$ cat src/rtl/keyb_emulator.sv
`default_nettype none
// ============================================================================
//  Module   : keyb_emulator
//  Purpose  : Behavioural 4x4 keypad model. Watches the one-hot column strobe
//             from the keypad scanner and drives the row lines as a physical
//             keypad with a single pressed key would. A host queues one key
//             code at a time over a valid/ready handshake; the key is held for
//             HOLD_FRAMES scan frames, then released for GAP_FRAMES frames.
//  Ports    : clk, reset       - clock and synchronous active-high reset
//             cols[3:0]        - one-hot column strobe from the scanner
//             rows[3:0]        - row lines back to the scanner (combinational)
//             key_valid        - host offers key_code
//             key_code[7:0]    - [7:4] one-hot column, [3:0] one-hot row
//             key_ready        - block can accept a code
//             busy             - press or release gap in progress
//             code_err         - one-cycle pulse after an illegal code offer
//             press_count[7:0] - completed presses, wraps modulo 256
//  Revision : 1.0 - initial release
// ============================================================================
module keyb_emulator #(
    parameter int HOLD_FRAMES = 3,
    parameter int GAP_FRAMES  = 2
) (
    input  logic       clk,
    input  logic       reset,
    input  logic [3:0] cols,
    output logic [3:0] rows,
    input  logic       key_valid,
    input  logic [7:0] key_code,
    output logic       key_ready,
    output logic       busy,
    output logic       code_err,
    output logic [7:0] press_count
);

    typedef enum logic [1:0] {
        ST_IDLE  = 2'd0,
        ST_SYNC  = 2'd1,
        ST_PRESS = 2'd2,
        ST_GAP   = 2'd3
    } state_t;

    localparam logic [7:0] c_HOLD_LAST = 8'(HOLD_FRAMES - 1);
    localparam logic [7:0] c_GAP_LAST  = 8'(GAP_FRAMES - 1);

    state_t     r_state_q, w_state_d;
    logic [7:0] r_key_q,   w_key_d;
    logic [7:0] r_frame_q, w_frame_d;
    logic [7:0] r_count_q, w_count_d;
    logic       r_ready_q, w_ready_d;
    logic       r_busy_q,  w_busy_d;
    logic       r_err_q,   w_err_d;
    logic       w_frame_end;
    logic [3:0] w_rows;

    function automatic logic f_onehot4(input logic [3:0] v);
        return (v != 4'd0) && ((v & (v - 4'd1)) == 4'd0);
    endfunction

    // Column 1000 is the last strobe of a frame; illegal strobes never match.
    assign w_frame_end = (cols == 4'b1000);

    always_comb begin
        w_state_d = r_state_q;
        w_key_d   = r_key_q;
        w_frame_d = r_frame_q;
        w_count_d = r_count_q;
        w_err_d   = 1'b0;
        case (r_state_q)
            ST_IDLE: begin
                if (key_valid && r_ready_q) begin
                    if (f_onehot4(key_code[7:4]) && f_onehot4(key_code[3:0])) begin
                        w_key_d   = key_code;
                        w_state_d = ST_SYNC;
                    end else begin
                        w_err_d = 1'b1;
                    end
                end
            end
            ST_SYNC: begin
                // Entering PRESS on a frame end makes the press begin on
                // column 0001 of a fresh frame.
                if (w_frame_end) begin
                    w_state_d = ST_PRESS;
                    w_frame_d = 8'd0;
                end
            end
            ST_PRESS: begin
                if (w_frame_end) begin
                    if (r_frame_q == c_HOLD_LAST) begin
                        w_state_d = ST_GAP;
                        w_frame_d = 8'd0;
                        w_count_d = r_count_q + 8'd1;
                    end else begin
                        w_frame_d = r_frame_q + 8'd1;
                    end
                end
            end
            ST_GAP: begin
                if (w_frame_end) begin
                    if (r_frame_q == c_GAP_LAST) begin
                        w_state_d = ST_IDLE;
                        w_frame_d = 8'd0;
                    end else begin
                        w_frame_d = r_frame_q + 8'd1;
                    end
                end
            end
            default: w_state_d = ST_IDLE;
        endcase
        // Handshake outputs are registered copies of the next state.
        w_ready_d = (w_state_d == ST_IDLE);
        w_busy_d  = (w_state_d != ST_IDLE);
    end

    always_ff @(posedge clk) begin
        if (reset) begin
            r_state_q <= ST_IDLE;
            r_key_q   <= 8'd0;
            r_frame_q <= 8'd0;
            r_count_q <= 8'd0;
            r_ready_q <= 1'b1;
            r_busy_q  <= 1'b0;
            r_err_q   <= 1'b0;
        end else begin
            r_state_q <= w_state_d;
            r_key_q   <= w_key_d;
            r_frame_q <= w_frame_d;
            r_count_q <= w_count_d;
            r_ready_q <= w_ready_d;
            r_busy_q  <= w_busy_d;
            r_err_q   <= w_err_d;
        end
    end

    // Rows follow the live strobe so the scanner sees them in the same cycle.
    always_comb begin
        w_rows = 4'b0000;
        if ((r_state_q == ST_PRESS) && (cols == r_key_q[7:4])) begin
            w_rows = r_key_q[3:0];
        end
    end

    assign rows        = w_rows;
    assign key_ready   = r_ready_q;
    assign busy        = r_busy_q;
    assign code_err    = r_err_q;
    assign press_count = r_count_q;

endmodule
`default_nettype wire

$ cat config.mk
export PLATFORM = sky130hd
export DESIGN_NAME = keyb_emulator
export DESIGN_NICKNAME = d
export VERILOG_FILES = /design/src/rtl/keyb_emulator.sv
export SDC_FILE = /design/constraint.sdc
export NUM_CORES = 1
export LEC_CHECK = 0
export ABC_CLOCK_PERIOD_IN_PS = 2490
export CAP_MARGIN = 5
export CORE_UTILIZATION = 51
export DETAILED_ROUTE_END_ITERATION = 16
export HOLD_SLACK_MARGIN = 0.03
export PLACE_DENSITY = 0.77
export SLEW_MARGIN = 40
export SYNTH_ARGS = -nofsm -noshare
export SYNTH_HDL_FRONTEND = slang
export SYNTH_SLANG_ARGS = --single-unit
export TNS_END_PERCENT = 5
$ cat constraint.sdc
create_clock -name clk -period 2.49 [get_ports clk]
set_input_delay 0.498 -clock clk [delete_from_list [all_inputs] [get_ports clk]]
set_output_delay 0.498 -clock clk [all_outputs]
set_load 0.01 [all_outputs]
Word level (Yosys, flattened, before mapping):

Index checks and enable logic that the tools add are counted.

* add/sub/neg operators: 4
* equal/unequal tests: 10
* muxes and demuxes: 16
* bitwise logic cells: 4
* reductions and logical operators: 17

Operator list (number)
* $mux 8: 5
* $pmux 8 s3: 1
* $add 8x1->8 const B: 2
* $mux 2: 7
* $and 4x4->4: 2
* $eq 8x1->1 const B: 1
* $eq 8x2->1 const B: 1
* $logic_not 4->1: 2
* $pmux 2 s4: 1
* $reduce_bool 4->1: 2
* $sub 4x1->4 const B: 2
* $ne 2x2->1 const B: 3
* $reduce_and 3->1: 2
* $logic_and 1x1->1: 5
* $eq 2x2->1 const B: 2
* $eq 4x4->1: 1
* $eq 4x4->1 const B: 1
* $logic_not 2->1: 2
* $mux 4: 1
* $reduce_and 4->1: 1
* $reduce_bool 3->1: 1
* $reduce_or 3->1: 1
* $eq 2x1->1 const B: 1
* $not 1->1: 2
* 2 further kinds: 2

* flip-flop bits (word level): 29
* bits of input ports: 15
* output and inout bits: 15
* logic and storage cells: 58

Longest topological paths before layout:

Gate-level depths: netlist (run 1).

* depth in word-level cells: 9
* mapped depth: 8
* mapped depth without buffers: 7

Worst setup path before layout (run 1):

Ideal clock, no wire load.

* path type: input to register
* start point: input cols[0]
* end point: register r_count_q[3] (netlist: press_count[3])
* arrival: 2103 ps
* path slack: 318 ps
* cell stages on the path: 5
* buffers on the path: 1
* path through: or4b_4 -> or4_1 -> buf_2 -> or3_1 -> a21oi_1

* word-level cells in the longest chain between the ends: 2

Ends and longest elaborated chain
* start, declared: line 26 `input logic [3:0] cols,`
* $eq 4x4->1: line 61 `assign w_frame_end = (cols == 4'b1000);`
* $reduce_and 3->1 (no source line)
* end signal, assigned: line 129 `r_count_q <= w_count_d;`
* end, declared: line 49 `logic [7:0] r_count_q, w_count_d;`

Every way passes these cells.
A chain may end at the register's enable or synchronous reset.

Final worst setup path (run 1):

* start point: input cols[2]
* end point: output rows[2]

* word-level cells in the longest chain between the ends: 3

Ends and longest elaborated chain
* $eq 4x4->1: line 139 `if ((r_state_q == ST_PRESS) && (cols == r_key_q[7:4])) begin`
* $logic_and 1x1->1: line 139
* $mux 4: line 139
* end, declared: line 27 `output logic [3:0] rows,`

Every way passes these cells.

==> run summary, run 1 <==
The number of antenna violations at the first check in global routing is 0. The tools report the final core area utilization as 0.719. The DRC violations left is 0, and the largest fanout of any net on the critical path is 4. Critical register-to-register path endpoint: press_count[3]$_SDFFE_PP0P_. The number of levels in the clock H-tree is 2, and the post-place instance area is 1900 µm².

The die is 56.6 µm wide. The first-pass GRT wire length is 5640 µm. The endpoint type of the worst setup path is an output port. Using the TritonRoute via totals, the vias-per-cell ratio works out to 5.38. Residual overflow from global routing: 0.

A synthesized cell averages 9.04 µm². Proportion of register bits with asynchronous set or reset after synthesis: 0. Detailed placement ended at an HPWL of 2530 µm.

After clock tree synthesis, the clock-pin slew on the worst setup and hold paths is 0.09 ns. At the later pin of the worst-skew pair, clock insertion delay measures 0.32 ns. The number of nets in the finished design was 235; the final period utilization was 0.964.

The startpoint identified for the worst hold timing path is r_key_q[2]$_SDFFE_PP0P_. The proportion of synthesized chip area in sequential cells came out at 0.382. For the worst slew slack as a fraction of its limit, the log shows 0.698.

Cell at the root of the clock tree: sky130_fd_sc_hd__clkbuf_4. The data arrival at the endpoint of the critical path came out at 1.90 ns. The final design instance area without fill is 2000 µm², and the setup slack on the worst flop-to-flop path is 0.36 ns. When the netlist entered floorplanning its net count stood at 192. Worst reg2reg path depth: 4. In the final layout, the multi-input gates occupy 908 µm².

The yosys synthesis warning count was 0; the number of distinct library cells after synthesis was 36. For the overall track demand over capacity in global routing, the log shows 0.225. In this run the core area contains 19 standard-cell rows.

On the final layout, the worst clock skew is 0.00672 ns. Max-cap violations in this run came to 0. The logs give 225 for the number of filler cells placed in the layout and 0 for the number of max-slew violations in the final report.

The share of the synthesized area in the top cell type came out at 0.382. The core region is 2780 µm². The worst hold path cell count was 2. Leaving out fill and tap cells, the most frequent cell in the layout is sky130_fd_sc_hd__dfxtp_1. Vias after detailed routing: 1308. For this design the top-level I/O count stands at 30.

Sum of negative setup slack: 0 ns. At the pin with the least slew margin, the transition time is 0.452 ns. Total power for the finished layout comes to 1.22 mW. The cell type with the highest aggregate area in the netlist was sky130_fd_sc_hd__dfxtp_1.

The run gives 29 as the number of sinks handled by clock tree synthesis. In this run the vertical extent of the chip is 56.6 µm. The tools report the worst path required time as 1.99 ns.

Number of diodes added for antenna fixing: 0. The endpoint of the worst hold path is r_key_q[2]$_SDFFE_PP0P_. The routed length per instance was 13.4 µm. Yosys attributes the largest share of cell area to sky130_fd_sc_hd__dfxtp_1, sky130_fd_sc_hd__ha_1, sky130_fd_sc_hd__nor2_1, sky130_fd_sc_hd__xor2_1, sky130_fd_sc_hd__mux2i_1. TritonCTS built the clock tree. The maximum number of pins on one net before global-route repair was 13; the number of flip-flops and latches in the synthesized netlist was 29. The logs give 0.546 for the initial core utilization and 0.500 ns for the final hold slack. Derived from the worst setup path, the maximum achievable clock frequency is 417 MHz. The layout cell share with drive strength beyond 1 was 0.132.

After synthesis the cells add up to 1520 µm². Compared with the post-synthesis result, the final layout area differs by 31.7%. The total CTS buffers was 5; the count of endpoints failing hold in the final timing report was 0. Buffers added to address setup during post-CTS repair amount to 0. In the layout the commonest cells are sky130_fd_sc_hd__dfxtp_1, sky130_fd_sc_hd__nor2_1, sky130_fd_sc_hd__clkdlybuf4s50_1. In this run the tool buffered the top-level ports with 29 buffer cells. The tightest min-delay check is of the reg2reg type. The number of instances in the synthesized netlist is 168, and the area enclosed by the die boundary is 3200 µm². Setup repair after global routing left no endpoint under its margin. The critical path in this run is classified as in2out. The number of synthesized flops with an enable pin works out to 0. The routed design has 3260 µm of wire.

The flow ran to the end, and the final reports show no timing, DRC or antenna violations. Number of DRC violations after detailed-routing iteration 0: 31. For this design the ratio of total power to cell area is 608 nW/µm². Summing all flip-flop and latch instances after layout gives 581 µm².

Number of iterations in the first detailed-routing pass: 4. STA classifies the critical path startpoint as a primary input. After layout, the minimum clock period comes to 2.40 ns. Setup violations remaining at the end of the flow were counted as 0.

The worst-case vdd ir drop was 650 µV; the number of global-route vias before repair was 1287. In this run the critical register-to-register path is launched from r_frame_q[5]$_SDFFE_PP0P_. The final estimated routing congestion in global placement was 0.773; the number of buffers inserted for hold repair after clock tree synthesis was 0.

The analysis attributes to cell leakage a power of 0.796 nW. The detail route stage leaves a number of antenna-violating nets equal to 0. The most used flip-flop cell after synthesis is sky130_fd_sc_hd__dfxtp_1. For the maximum root-to-sink buffer count, the log shows 2.
## state kept, by name (all words and copies together) (netlist names)
signal       count
code_err         1
press_count      8
r_state_q        2
r_frame_q        8
key_ready        1
busy             1
r_key_q          8
## worst max path at each step
stage / from / to / slack (ns) / cells past startpoint
floorplan: cols[0] / press_count[3]$_SDFFE_PP0P_ / 0.32 / 5
global placement: cols[0] / press_count[7]$_SDFFE_PP0P_ / -0.21 / 6
detailed placement: cols[0] / press_count[7]$_SDFFE_PP0P_ / -0.24 / 6
CTS: cols[1] / rows[1] / 0.05 / 7
global route: cols[2] / rows[0] / 0.02 / 6
finish: cols[2] / rows[2] / 0.09 / 6
## critical path, stage by stage
cell                              delay, ns
sky130_fd_sc_hd__clkdlybuf4s50_1       0.46
sky130_fd_sc_hd__xor2_1                0.17
sky130_fd_sc_hd__nor4_2                0.26
sky130_fd_sc_hd__buf_4                 0.15
sky130_fd_sc_hd__and2_1                0.11
sky130_fd_sc_hd__dlygate4sd2_1         0.26
## power breakdown
part	switching (mW)	total, mW	internal, mW
combinational	0.153	0.299	0.147
clock	0.155	0.395	0.240
sequential	0.0260	0.523	0.497
## layout make-up
type / instances / area share
repair buffers: 39 / 0.183
flip-flops and latches: 29 / 0.290
inverters: 6 / 0.0113
clock inverters: 1 / 0.0150
well taps: 31 / 0.0194
clock buffers: 7 / 0.0275
multi-input cells: 130 / 0.454
## cell families (layout without fill, tap and decap cells)
family          after synthesis  in the layout  synth area share
buf+inv                       9             53            0.0272
fa+ha+maj                     9              9            0.0741
compound gates               21             21            0.0980
flops                        29             29             0.382
simple gates                 73             73             0.256
xor+xnor                     19             19             0.110
mux                           8              8            0.0527
## per-stage QoR
step | setup slack, ns | std cells
after floorplan | 0.318 | 168
after global placement | -0.214 | 235
after CTS | 0.0489 | 243
final | 0.0900 | 243
after detailed placement | -0.243 | 235
after global routing | 0.0158 | 243
## cell usage after synthesis, drive strengths merged (2+ instances only)
master,number
dfxtp,29
nor2,26
xor2,11
nand2,10
ha,9
mux2i,8
xnor2,8
inv,6
nor3,6
and3,5
nor4b,5
a211oi,4
a21oi,4
and2,4
nand4,4
nor4,3
or2,3
a21o,2
a31oi,2
buf,2
nand3,2
o21ai,2
o31ai,2
or4,2
## layer usage
layer  GRT usage  share of wire
met1       0.273           0.48
met2       0.375           0.46
met3      0.0576          0.039
met4      0.0976          0.016
met5           0              0
## timing repair
| action | 4_1_cts | 5_1_grt |
|---|---|---|
| setup endpoints to repair | 4 | 5 |
| hold endpoints to repair | 0 | 0 |
| pin swaps | 0 | 0 |
| resized for setup | 4 | 5 |
(Power assumes the default switching activity.)
==> run 2: changes to the inputs <==
- ABC_CLOCK_PERIOD_IN_PS: 2490 -> 2600
- clock period: 2.49 -> 2.6 ns (I/O delays scaled with it)
==> run summary, run 2 (synthesis gave the netlist of run 1 again) <==
The run gives 12 (-1) as the maximum number of pins on one net before global-route repair. The half-perimeter wire length after placement was 2560 µm (+1.1%). The die outline height came out at 56.6 µm (unchanged). Power density over cell area: 588 nW/µm² (-3.3%). The tools report the endpoint type of the worst setup path as an output port. STA classifies the critical path startpoint as a flop. The final period utilization was 0.944; the number of max-slew violations in the final report was 0 (unchanged).

The sum of negative setup slack came out at 0 ns (unchanged). The number of global-route vias before repair was 1326 (+3.0%); the layout cell share with drive strength beyond 1 was 0.142 (+0.00943). The critical register-to-register path endpoint is press_count[7]$_SDFFE_PP0P_. The number of DRC violations after detailed-routing iteration 0 came out at 63 (+100%). Leaving out fill and tap cells, the most frequent cells in the layout are sky130_fd_sc_hd__dfxtp_1, sky130_fd_sc_hd__nor2_1, sky130_fd_sc_hd__clkdlybuf4s50_1.

The kind of critical path was reg2out. Setup repair after global routing left no endpoint under its margin. The clock-pin slew of the registers on the worst-case setup and hold paths works out to 0.10 ns (about the same).

In this run the most critical hold path is launched from r_key_q[3]$_SDFFE_PP0P_. Top-level I/O count: 30 (unchanged). The run finished with clean final reports. The smallest clock period supported by the final layout is computed as 2.45 ns. The tools report the number of nets in the finished design as 235 (unchanged). The startpoint identified for the worst register-to-register timing path is r_frame_q[5]$_SDFFE_PP0P_. The total number of placement rows was 19 (unchanged). The routed length per instance was 13.6 µm (+1.4%); the first-pass GRT wire length was 5800 µm (+2.8%). The number of antenna violations at the first check in global routing is 0 (unchanged).

Count of buffers from port buffering: 29 (unchanged). The via-per-instance ratio was 5.51 (+2.4%). For the DRC violations left, the log shows 0 (unchanged). The worst reg2reg path depth came out at 5 (+1).

The signal on the critical path passes through inv_1 > ha_2 > nand2_1 > nor4_2 > buf_4 > and2_1 > dlygate4sd2_1. The worst path required time is 2.08 ns (+0.09 ns), and the final worst-path setup slack is 0.146 ns (+0.0559 ns). The final hold slack was 0.508 ns (+0.00832 ns); the initial core utilization was 0.546 (unchanged).

The run gives 235 (unchanged) as the number of placed instances, taps included. The leakage power was 0.809 nW (+1.6%); the worst hold path cell count was 2 (unchanged). The number of sinks handled by clock tree synthesis is 29 (unchanged). Number of iterations in the first detailed-routing pass: 4 (unchanged). The tools report the total CTS buffers as 5 (unchanged).

The final setup violation count came out at 0 (unchanged). The placement-stage worst setup slack came out at -0.164 ns (+0.0790 ns). The cell type group with the largest total delay on the critical path is buffers and inverters. The highest cell delay on the worst timing path works out to 0.37 ns (-0.09 ns).

Type of the tightest min-delay check: reg2reg. The largest fanout of any net on the critical path came out at 5 (+1). The overall track demand over capacity in global routing is 0.235 (+0.00942). The residual overflow from global routing is 0 (unchanged).

The tree is rooted in a sky130_fd_sc_hd__clkbuf_4. The tools report the final estimated routing congestion in global placement as 0.783 (+1.2%). The number of max-cap violations was 0 (unchanged).

TritonCTS built the clock tree. For the count of endpoints failing hold in the final timing report, the log shows 0 (unchanged). The data arrival at the endpoint of the critical path was 1.93 ns (+0.03 ns). For the worst-case vdd ir drop, the log shows 512 µV (-21%). The tools report the endpoint of the worst hold path as r_key_q[3]$_SDFFE_PP0P_.

The most common cell after layout, fill and taps aside was sky130_fd_sc_hd__dfxtp_1. The area enclosed by the die boundary is 3200 µm² (unchanged), and the die span in x is 56.6 µm (unchanged). The source-to-sink clock delay at the later pin of the worst-skew pair is 0.34 ns (+0.02 ns), and the setup slack on the worst flop-to-flop path is 0.49 ns (+0.13 ns). The final wirelength is 3310 µm (+1.4%). The residual antenna-violating net count after detailed routing is 0 (unchanged), and the setup skew after layout is 0.0142 ns (+0.00747 ns). The critical path buffer and inverter count was 3 (unchanged). The actual slew at the worst max-slew pin is 0.422 ns (-0.0302 ns). The tools report the worst slew slack as a fraction of its limit as 0.717 (+0.0194).

The run gives 2 (unchanged) as the number of levels in the clock H-tree. The achievable frequency was 407 MHz. The area used by sequential logic in the layout is 581 µm² (unchanged), and the core area is 2780 µm² (unchanged). The run gives 0 (unchanged) as the number of diodes added for antenna fixing. The slowest library cell on the worst path was sky130_fd_sc_hd__dfxtp_1. The maximum root-to-sink buffer count is 2 (unchanged). The logs give 216 (-4.0%) for the number of filler cells placed in the layout and 0 (unchanged) for the number of buffers inserted for hold repair after clock tree synthesis.

The tools report the number of buffers added for setup after CTS as 0 (unchanged). The post-layout total power is 1.17 mW (-3.7%). The vias after detailed routing was 1340 (+2.4%). The layout overhead on the synthesized area came out at 31.1%. Area used by multi-input combinational logic: 906 µm² (-0.28%).

The final cell count without fillers is 243 (unchanged).
==> run 2: changes by cell type in the layout (fill, tap and decap cells not counted) <==
cell,change
sky130_fd_sc_hd__clkbuf_2,+2
sky130_fd_sc_hd__clkdlybuf4s15_1,-2
sky130_fd_sc_hd__dlygate4sd2_1,-1
sky130_fd_sc_hd__dlymetal6s2s_1,+1
sky130_fd_sc_hd__ha_1,-1
sky130_fd_sc_hd__ha_2,+1
sky130_fd_sc_hd__nor3_1,+1
sky130_fd_sc_hd__nor3_2,-1
==> run 2: per-layer routing <==
metal  track usage  wire length [µm]  vias to the layer above  part of all wire
li1              -                 -                      677                 -
met1         0.291              1530                      637              0.46
met2         0.378              1590                       19              0.48
met3        0.0783               132                        7             0.040
met4        0.0836                54                        0             0.016
met5             0                 0                        -                 0
==> run 2: how the worst max path moves through the flow <==
stage / start / end / slack (ns) / cells after the start
2_1_floorplan: cols[0] / press_count[3]$_SDFFE_PP0P_ / 0.41 / 5
3_3_place_gp: cols[1] / rows[3] / -0.14 / 7
3_5_place_dp: cols[0] / press_count[7]$_SDFFE_PP0P_ / -0.16 / 6
4_1_cts: cols[2] / rows[3] / -0.15 / 6
5_1_grt: r_state_q[0]$_SDFF_PP0_ / rows[0] / 0.02 / 7
6_report: r_state_q[0]$_SDFF_PP0_ / rows[0] / 0.15 / 7
==> run 2: area by class of cell <==
type	count	share of cell area
sequential	29	0.291
tap	31	0.0195
inverter	6	0.0113
clock inverter	1	0.0151
multi-input combinational	130	0.455
clock buffer	7	0.0276
timing repair buffer	39	0.180
==> run 2: stage by stage <==
stage | area, µm² | utilization
floorplan | 1520 | -
global placement | 1900 | 0.685
detailed placement | 1900 | 0.685
CTS | 1990 | 0.714
global route | 1990 | 0.716
finish | 1990 | 0.716
==> run 2: repair_timing <==
action	CTS	global route
resized for setup	3	8
setup endpoints to repair	4	2
pin swaps	0	1
==> run 2: power breakdown <==
group / total (mW) / internal, mW / switching [mW] / leakage [nW]
Combinational: 0.286 / 0.142 / 0.145 / 0.528
Sequential: 0.500 / 0.476 / 0.0245 / 0.235
Clock: 0.385 / 0.229 / 0.155 / 0.0455
Total: 1.17 / 0.846 / 0.325 / 0.809
==> run 2: tightest hold or removal path: cells and delay by family (launching register included) <==
family           cells  cell delay, ns
DFF                  1            0.33
and+or+nand+nor      1            0.08
muxes                1            0.06
